===== src/rtl/mem_arb_pkg.sv =====
// mem_arb_pkg: shared types and constants for mem_port_arbiter.
// State/grant enums, full byte-enable and forced-completion read value.
package mem_arb_pkg;

  typedef enum logic [1:0] {
    IDLE  = 2'd0,
    IBUSY = 2'd1,
    DBUSY = 2'd2
  } state_e;

  typedef enum logic {
    INSTR = 1'b0,
    DATA  = 1'b1
  } grant_e;

  localparam logic [3:0]  BE_FULL   = 4'hF;
  localparam logic [31:0] RDATA_ERR = 32'h0;

endpackage


===== src/rtl/arb_timeout.sv =====
// arb_timeout: busy-cycle counter for the memory port arbiter.
// Ports: clk, rst (sync, active-high), clr, en, expired.
// expired is high in the TIMEOUT-th consecutive enabled cycle,
// so the access completes after exactly TIMEOUT stalled cycles.
// TIMEOUT = 0 disables expiry.
module arb_timeout #(
  parameter int unsigned TIMEOUT = 255,
  parameter int unsigned TCW     = 8
) (
  input  logic clk,
  input  logic rst,
  input  logic clr,
  input  logic en,
  output logic expired
);

  localparam logic [TCW-1:0] LAST =
    TCW'((TIMEOUT == 0) ? 0 : TIMEOUT - 1);

  logic [TCW-1:0] cnt_q, cnt_d;

  always_comb begin
    cnt_d = cnt_q;
    if (clr) begin
      cnt_d = '0;
    end else if (en) begin
      cnt_d = cnt_q + TCW'(1);
    end
  end

  always_ff @(posedge clk) begin
    if (rst) begin
      cnt_q <= '0;
    end else begin
      cnt_q <= cnt_d;
    end
  end

  assign expired = (TIMEOUT != 0) && en && (cnt_q == LAST);

endmodule


===== src/rtl/mem_port_arbiter.sv =====
// mem_port_arbiter: shares one variable-latency memory port
// between instruction fetch (i_*) and data access (d_*).
// Ports: clk, rst (sync, active-high); i_req/i_addr -> i_ack,
// i_rdata, i_stall; d_req/d_we/d_be/d_addr/d_wdata -> d_ack,
// d_rdata, d_stall; mem_* registered request, mem_ready/
// mem_rdata from memory; err sticky timeout flag.
// Option: MEM_ARB_IBUF_EN adds a one-entry fetch buffer.
module mem_port_arbiter
  import mem_arb_pkg::*;
#(
  parameter int unsigned AW      = 32,
  parameter int unsigned DW      = 32,
  parameter int unsigned TIMEOUT = 255,
  parameter int unsigned TCW     = 8
) (
  input  logic          clk,
  input  logic          rst,
  input  logic          i_req,
  input  logic [AW-1:0] i_addr,
  output logic          i_ack,
  output logic [DW-1:0] i_rdata,
  output logic          i_stall,
  input  logic          d_req,
  input  logic          d_we,
  input  logic [3:0]    d_be,
  input  logic [AW-1:0] d_addr,
  input  logic [DW-1:0] d_wdata,
  output logic          d_ack,
  output logic [DW-1:0] d_rdata,
  output logic          d_stall,
  output logic          mem_req,
  output logic          mem_we,
  output logic [3:0]    mem_be,
  output logic [AW-1:0] mem_addr,
  output logic [DW-1:0] mem_wdata,
  input  logic          mem_ready,
  input  logic [DW-1:0] mem_rdata,
  output logic          err
);

  state_e state_q, state_d;
  grant_e last_q, last_d;

  logic          mem_req_q, mem_req_d;
  logic          mem_we_q, mem_we_d;
  logic [3:0]    mem_be_q, mem_be_d;
  logic [AW-1:0] mem_addr_q, mem_addr_d;
  logic [DW-1:0] mem_wdata_q, mem_wdata_d;
  logic          i_ack_q, i_ack_d;
  logic          d_ack_q, d_ack_d;
  logic [DW-1:0] i_rdata_q, i_rdata_d;
  logic [DW-1:0] d_rdata_q, d_rdata_d;
  logic          err_q, err_d;

  logic          grant_i, grant_d;
  logic          busy, done;
  logic          to_en, to_exp;
  logic [DW-1:0] fill;
  logic          ibuf_hit;
  logic [DW-1:0] ibuf_rdata;

  assign busy  = (state_q == IBUSY) || (state_q == DBUSY);
  assign to_en = busy && !mem_ready;
  assign done  = busy && (mem_ready || to_exp);
  assign fill  = mem_ready ? mem_rdata : DW'(RDATA_ERR);

  arb_timeout #(
    .TIMEOUT (TIMEOUT),
    .TCW     (TCW)
  ) u_timeout (
    .clk     (clk),
    .rst     (rst),
    .clr     (grant_i | grant_d),
    .en      (to_en),
    .expired (to_exp)
  );

`ifdef MEM_ARB_IBUF_EN
  logic          ibuf_v_q, ibuf_v_d;
  logic [AW-1:0] ibuf_tag_q, ibuf_tag_d;
  logic [DW-1:0] ibuf_data_q, ibuf_data_d;

  // A pending data request always goes first to memory.
  assign ibuf_hit = i_req && !d_req && ibuf_v_q &&
                    (ibuf_tag_q == i_addr);
  assign ibuf_rdata = ibuf_data_q;

  always_comb begin
    ibuf_v_d    = ibuf_v_q;
    ibuf_tag_d  = ibuf_tag_q;
    ibuf_data_d = ibuf_data_q;
    // Only real memory data refills; a timed-out fetch does not.
    if (done && (state_q == IBUSY) && mem_ready) begin
      ibuf_v_d    = 1'b1;
      ibuf_tag_d  = mem_addr_q;
      ibuf_data_d = mem_rdata;
    end
    if (grant_d && d_we && (d_addr == ibuf_tag_q)) begin
      ibuf_v_d = 1'b0;
    end
  end

  always_ff @(posedge clk) begin
    if (rst) begin
      ibuf_v_q    <= 1'b0;
      ibuf_tag_q  <= '0;
      ibuf_data_q <= '0;
    end else begin
      ibuf_v_q    <= ibuf_v_d;
      ibuf_tag_q  <= ibuf_tag_d;
      ibuf_data_q <= ibuf_data_d;
    end
  end
`else
  assign ibuf_hit   = 1'b0;
  assign ibuf_rdata = '0;
`endif

  // Grant decision; a conflict goes to the side not served last.
  always_comb begin
    grant_i = 1'b0;
    grant_d = 1'b0;
    if (state_q == IDLE) begin
      unique case (1'b1)
        (i_req && d_req): begin
          if (last_q == INSTR) grant_d = 1'b1;
          else                 grant_i = 1'b1;
        end
        (d_req && !i_req): grant_d = 1'b1;
        (i_req && !d_req && !ibuf_hit): grant_i = 1'b1;
        default: ;
      endcase
    end
  end

  always_comb begin
    state_d = state_q;
    last_d  = last_q;
    unique case (state_q)
      IDLE: begin
        if (grant_d) begin
          state_d = DBUSY;
          last_d  = DATA;
        end else if (grant_i) begin
          state_d = IBUSY;
          last_d  = INSTR;
        end
      end
      IBUSY, DBUSY: begin
        if (done) state_d = IDLE;
      end
      default: state_d = IDLE;
    endcase
  end

  always_comb begin
    mem_req_d   = mem_req_q;
    mem_we_d    = mem_we_q;
    mem_be_d    = mem_be_q;
    mem_addr_d  = mem_addr_q;
    mem_wdata_d = mem_wdata_q;
    i_ack_d     = 1'b0;
    d_ack_d     = 1'b0;
    i_rdata_d   = i_rdata_q;
    d_rdata_d   = d_rdata_q;
    err_d       = err_q;
    if (grant_d) begin
      mem_req_d   = 1'b1;
      mem_we_d    = d_we;
      mem_be_d    = d_be;
      mem_addr_d  = d_addr;
      mem_wdata_d = d_wdata;
    end
    if (grant_i) begin
      mem_req_d  = 1'b1;
      mem_we_d   = 1'b0;
      mem_be_d   = BE_FULL;
      mem_addr_d = i_addr;
    end
    if (ibuf_hit) begin
      i_ack_d   = 1'b1;
      i_rdata_d = ibuf_rdata;
    end
    if (done) begin
      mem_req_d = 1'b0;
      mem_we_d  = 1'b0;
      if (!mem_ready) err_d = 1'b1;
      if (state_q == IBUSY) begin
        i_ack_d   = 1'b1;
        i_rdata_d = fill;
      end else begin
        d_ack_d   = 1'b1;
        d_rdata_d = fill;
      end
    end
  end

  always_ff @(posedge clk) begin
    if (rst) begin
      state_q     <= IDLE;
      last_q      <= INSTR;
      mem_req_q   <= 1'b0;
      mem_we_q    <= 1'b0;
      mem_be_q    <= '0;
      mem_addr_q  <= '0;
      mem_wdata_q <= '0;
      i_ack_q     <= 1'b0;
      d_ack_q     <= 1'b0;
      i_rdata_q   <= '0;
      d_rdata_q   <= '0;
      err_q       <= 1'b0;
    end else begin
      state_q     <= state_d;
      last_q      <= last_d;
      mem_req_q   <= mem_req_d;
      mem_we_q    <= mem_we_d;
      mem_be_q    <= mem_be_d;
      mem_addr_q  <= mem_addr_d;
      mem_wdata_q <= mem_wdata_d;
      i_ack_q     <= i_ack_d;
      d_ack_q     <= d_ack_d;
      i_rdata_q   <= i_rdata_d;
      d_rdata_q   <= d_rdata_d;
      err_q       <= err_d;
    end
  end

  assign mem_req   = mem_req_q;
  assign mem_we    = mem_we_q;
  assign mem_be    = mem_be_q;
  assign mem_addr  = mem_addr_q;
  assign mem_wdata = mem_wdata_q;
  assign i_ack     = i_ack_q;
  assign d_ack     = d_ack_q;
  assign i_rdata   = i_rdata_q;
  assign d_rdata   = d_rdata_q;
  assign err       = err_q;
  assign i_stall   = i_req & ~i_ack_q;
  assign d_stall   = d_req & ~d_ack_q;

endmodule


===== config.mk =====
export PLATFORM = sky130hd
export DESIGN_NAME = mem_port_arbiter
export DESIGN_NICKNAME = d
export VERILOG_FILES = /design/src/rtl/mem_arb_pkg.sv /design/src/rtl/arb_timeout.sv /design/src/rtl/mem_port_arbiter.sv
export SDC_FILE = /design/constraint.sdc
export NUM_CORES = 1
export LEC_CHECK = 0
export BUFFER_PORTS_ARGS = -buffer_cell sky130_fd_sc_hd__buf_2
export CAP_MARGIN = 15
export CORE_MARGIN = 5
export CORE_UTILIZATION = 30
export CTS_CLUSTER_DIAMETER = 30
export DETAILED_ROUTE_END_ITERATION = 10
export PLACE_DENSITY = 0.55
export RECOVER_POWER = 50
export SETUP_SLACK_MARGIN = 0.4
export SYNTH_ARGS = -nofsm -noshare
export SYNTH_HDL_FRONTEND = slang
export SYNTH_HIERARCHICAL = 1
export SYNTH_SLANG_ARGS = --single-unit

===== constraint.sdc =====
create_clock -name clk -period 2.6 [get_ports clk]
set_clock_uncertainty 0.1 [all_clocks]
set_input_delay 0.39 -clock clk [delete_from_list [all_inputs] [get_ports clk]]
set_output_delay 0.39 -clock clk [all_outputs]
set_load 0.03 [all_outputs]

==> flow_metrics.py <==
metrics = {
    "global_routing": {
        "grt_usage_pct": 17.81,
        "grt_pass1_wl_um": 34620,
        "grt_max_degree": 62,
        "overflow": 0,
        "antenna_found_initial": 1,
        "grt_pass1_vias": 6186,
    },
    "floorplanning": {
        "die_y_um": 153.8,
        "num_rows": 52,
        "io_pins": 277,
        "start_util_pct": 30.57,
        "fp.coreArea_um2": 20300,
        "die_w_um": 153.8,
        "die-area_um2": 23660,
    },
    "routing": {
        "num_vias": 6483,
        "drt-initial-drc-count": 323,
        "drtAntennaViolNets": 0,
        "via_per_inst": 5.178,
        "drc": 0,
        "post_drt_wl_per_cell_um": 17.75,
        "wl_um": 22220,
        "dr.pass1.iters": 5,
    },
    "sta": {
        "max_freq_mhz": 458.7,
        "final-max-slew-violation-count": 0,
        "max_slew_margin_pct": 35.37,
        "finalWorstSetupSlack_ns": 0.4197,
        "rsz0062_at_grt": "no",
        "setup_viol": 0,
        "post-route-period-util_pct": 83.86,
        "finalSetupTns_ns": 0,
        "worstMarginPinSlew_ns": 0.9695,
        "hold_viol": 0,
        "fin_crit_ns": 2.180,
    },
    "place": {
        "gp_congestion": 0.7999,
        "dpl.hpwl_um": 14690,
        "port_buffers": 276,
        "dp_slack_ns": 0.4222,
    },
    "power_and_ir_drop": {
        "vdd_drop_max_mv": 0.4147,
        "power_mw": 6.350,
        "power_density_nw_per_um2": 766.2,
        "power_leakage_nw": 2.933,
    },
    "logic_synthesis": {
        "synth.avg_cell_area_um2": 8.467,
        "synth_area_leaders": "dfxtp_1 (48%), o21ai_0 (8.5%), a21oi_1 (8.3%), nand3_1 (8.2%), nand4b_1 (4.5%)",
        "synth_edf_count": 0,
        "synth_top_area_share_pct": 47.74,
        "synth-main-ff-cell": "dfxtp_1",
        "synth_cells": 733,
        "synth_nets": 875,
        "ys_seq_area_share_pct": 47.74,
        "synth_cell_types": 38,
        "synth_warnings": 6,
        "yosysTopAreaCell": "dfxtp_1",
        "async_flop_share_pct": 0,
        "syn_area_um2": 6206,
        "ys_ff_latch": 148,
    },
    "outcome": {
        "status": "finished, final reports clean",
    },
    "clocking": {
        "clk_pin_slew_worst_paths_ns": 0.07,
        "cts_sinks": 148,
        "clk_latency_ns": 0.41,
        "cts-root-buf": "clkbuf_16",
        "cts_max_path_buffers": 2,
        "htreeDepth": 4,
        "cts_tree": "built",
        "numCtsBuffers": 17,
        "cts_hold_buf": 0,
    },
    "hold_path": {
        "min_path_type": "in2reg",
    },
    "worst_setup_path": {
        "crit_arrival_ns": 2.41,
        "path_class": "reg2reg",
        "critPathRequiredTime_ns": 2.83,
        "critPathMaxFanout": 46,
        "startpoint_type": "flip-flop",
        "crit_path_end_kind": "flip-flop",
    },
    "layout": {
        "fillers": 2197,
        "syn_to_final_growth_pct": 33.53,
        "final_util_pct": 40.82,
        "drive_gt1_share_pct": 22.63,
        "fin_nets": 1110,
    },
    "run": {
        "cap_violations": 0,
    },
}
-- layer usage --
metal  global-route usage, %  routed length, um  up-vias  share of wire [%]
li1                        -                  -     3160                  -
met1                   23.49               9691     3069                 44
met2                   28.16              10610      233                 48
met3                   5.481               1602       21                7.2
met4                   5.214                324        0                1.5
met5                       0                  0        -                  0
-- critical path, stage by stage (launching register included) --
cell and delay (ns):
dfxtp_1 0.33, inv_1 0.06, ha_1 0.26, clkbuf_2 0.79, nand3_1 0.22, a311oi_2 0.32
-- cell families (layout without fill, tap and decap cells) --
family / after synthesis / after routing / share of synthesized area [%]
flops: 148 / 148 / 47.74
xor+xnor: 4 / 4 / 0.5646
other cells: 0 / 1 / 0
simple gates: 234 / 234 / 20.56
buf+inv: 90 / 338 / 6.109
fa+ha+maj: 4 / 4 / 0.8065
compound gates: 253 / 253 / 24.21
-- placed cells by master, fill, tap and decap left out, types with 2 or more instances in the layout --
cell,Yosys,final
a31oi_1,5,5
xor2_1,3,3
nand4b_1,32,32
buf_4,1,18
a21oi_1,103,100
buf_2,12,137
or3_1,3,3
buf_12,0,5
ha_1,4,4
clkbuf_8,0,3
o21ai_0,105,105
nor3_1,34,34
nor2_1,10,9
clkbuf_16,0,18
a211oi_1,2,2
a21oi_2,0,3
clkbuf_1,65,138
dfxtp_1,148,148
inv_8,0,4
clkinv_4,0,3
a311oi_2,14,14
nand3_1,102,102
nor2b_1,4,3
inv_1,4,4
nand4_1,4,4
nor3b_1,2,2
a311oi_1,18,18
inv_6,0,3
nand2_1,37,37
-- final cells by class --
class | count | area, um^2 | share of cell area (%)
Sequential cell | 148 | 2963 | 35.75
Antenna cell | 1 | 2.502 | 0.03020
Clock buffer | 20 | 466.7 | 5.632
Tap cell | 270 | 337.8 | 4.077
Clock inverter | 12 | 110.1 | 1.329
Inverter | 5 | 18.77 | 0.2265
Timing Repair Buffer | 301 | 1480 | 17.86
Multi-Input combinational cell | 495 | 2908 | 35.09
-- flip-flops by register name, summed over array words and instances, names as in the netlist --
name             cells
mem_be               4
d_ack                1
state_q              2
mem_addr            32
u_timeout/cnt_q      8
mem_req              1
mem_wdata           32
d_rdata             32
err                  1
i_ack                1
i_rdata             32
last_q               1
mem_we               1
-- report_power, final --
group,leakage (nW),internal (mW),switching (mW)
Clock,0.285,1.34,1.08
Sequential,1.21,2.44,0.0850
Combinational,1.44,0.407,1.00
-- stage by stage --
step           area (um^2)  cells  hold slack, ns
5_1_grt               8287   1252         0.09577
4_1_cts               8414   1250         0.09084
6_report              8287   1252          0.1111
3_3_place_gp          7838   1218          0.3391
2_1_floorplan         6217    733          0.3498
3_5_place_dp          7838   1218          0.3456
-- cells in the mapped netlist (all sizes together) (5+ instances only) --
cell type / instances
a311oi: 32
inv: 5
nand3: 102
buf: 20
nor3: 34
a31oi: 5
a21oi: 103
nand4b: 32
nand2: 38
o21ai: 106
nand4: 5
nor2: 10
dfxtp: 148
clkbuf: 65
-- what timing repair did --
item | 4_1_cts | 5_1_grt
setup buffers | 0 | 0
gates resized for setup | 0 | 6
endpoints found under the setup margin | 0 | 66
endpoints found under the hold margin | 0 | 0
-- final timing paths --
path	startpoint	end	slack, ns	cells past startpoint
worst max-delay path	state_q[0]$_SDFFE_PP0P_	mem_addr[23]$_SDFFE_PP0P_	0.42	5
worst min-delay path	d_wdata[17]	mem_wdata[17]$_SDFFE_PP0P_	0.11	3
worst max register to register	state_q[0]$_SDFFE_PP0P_	mem_addr[23]$_SDFFE_PP0P_	0.42	5
worst min register to register	mem_req$_SDFFE_PP0P_	mem_req$_SDFFE_PP0P_	0.36	2
Note: power is estimated with default switching activity, not from simulation.
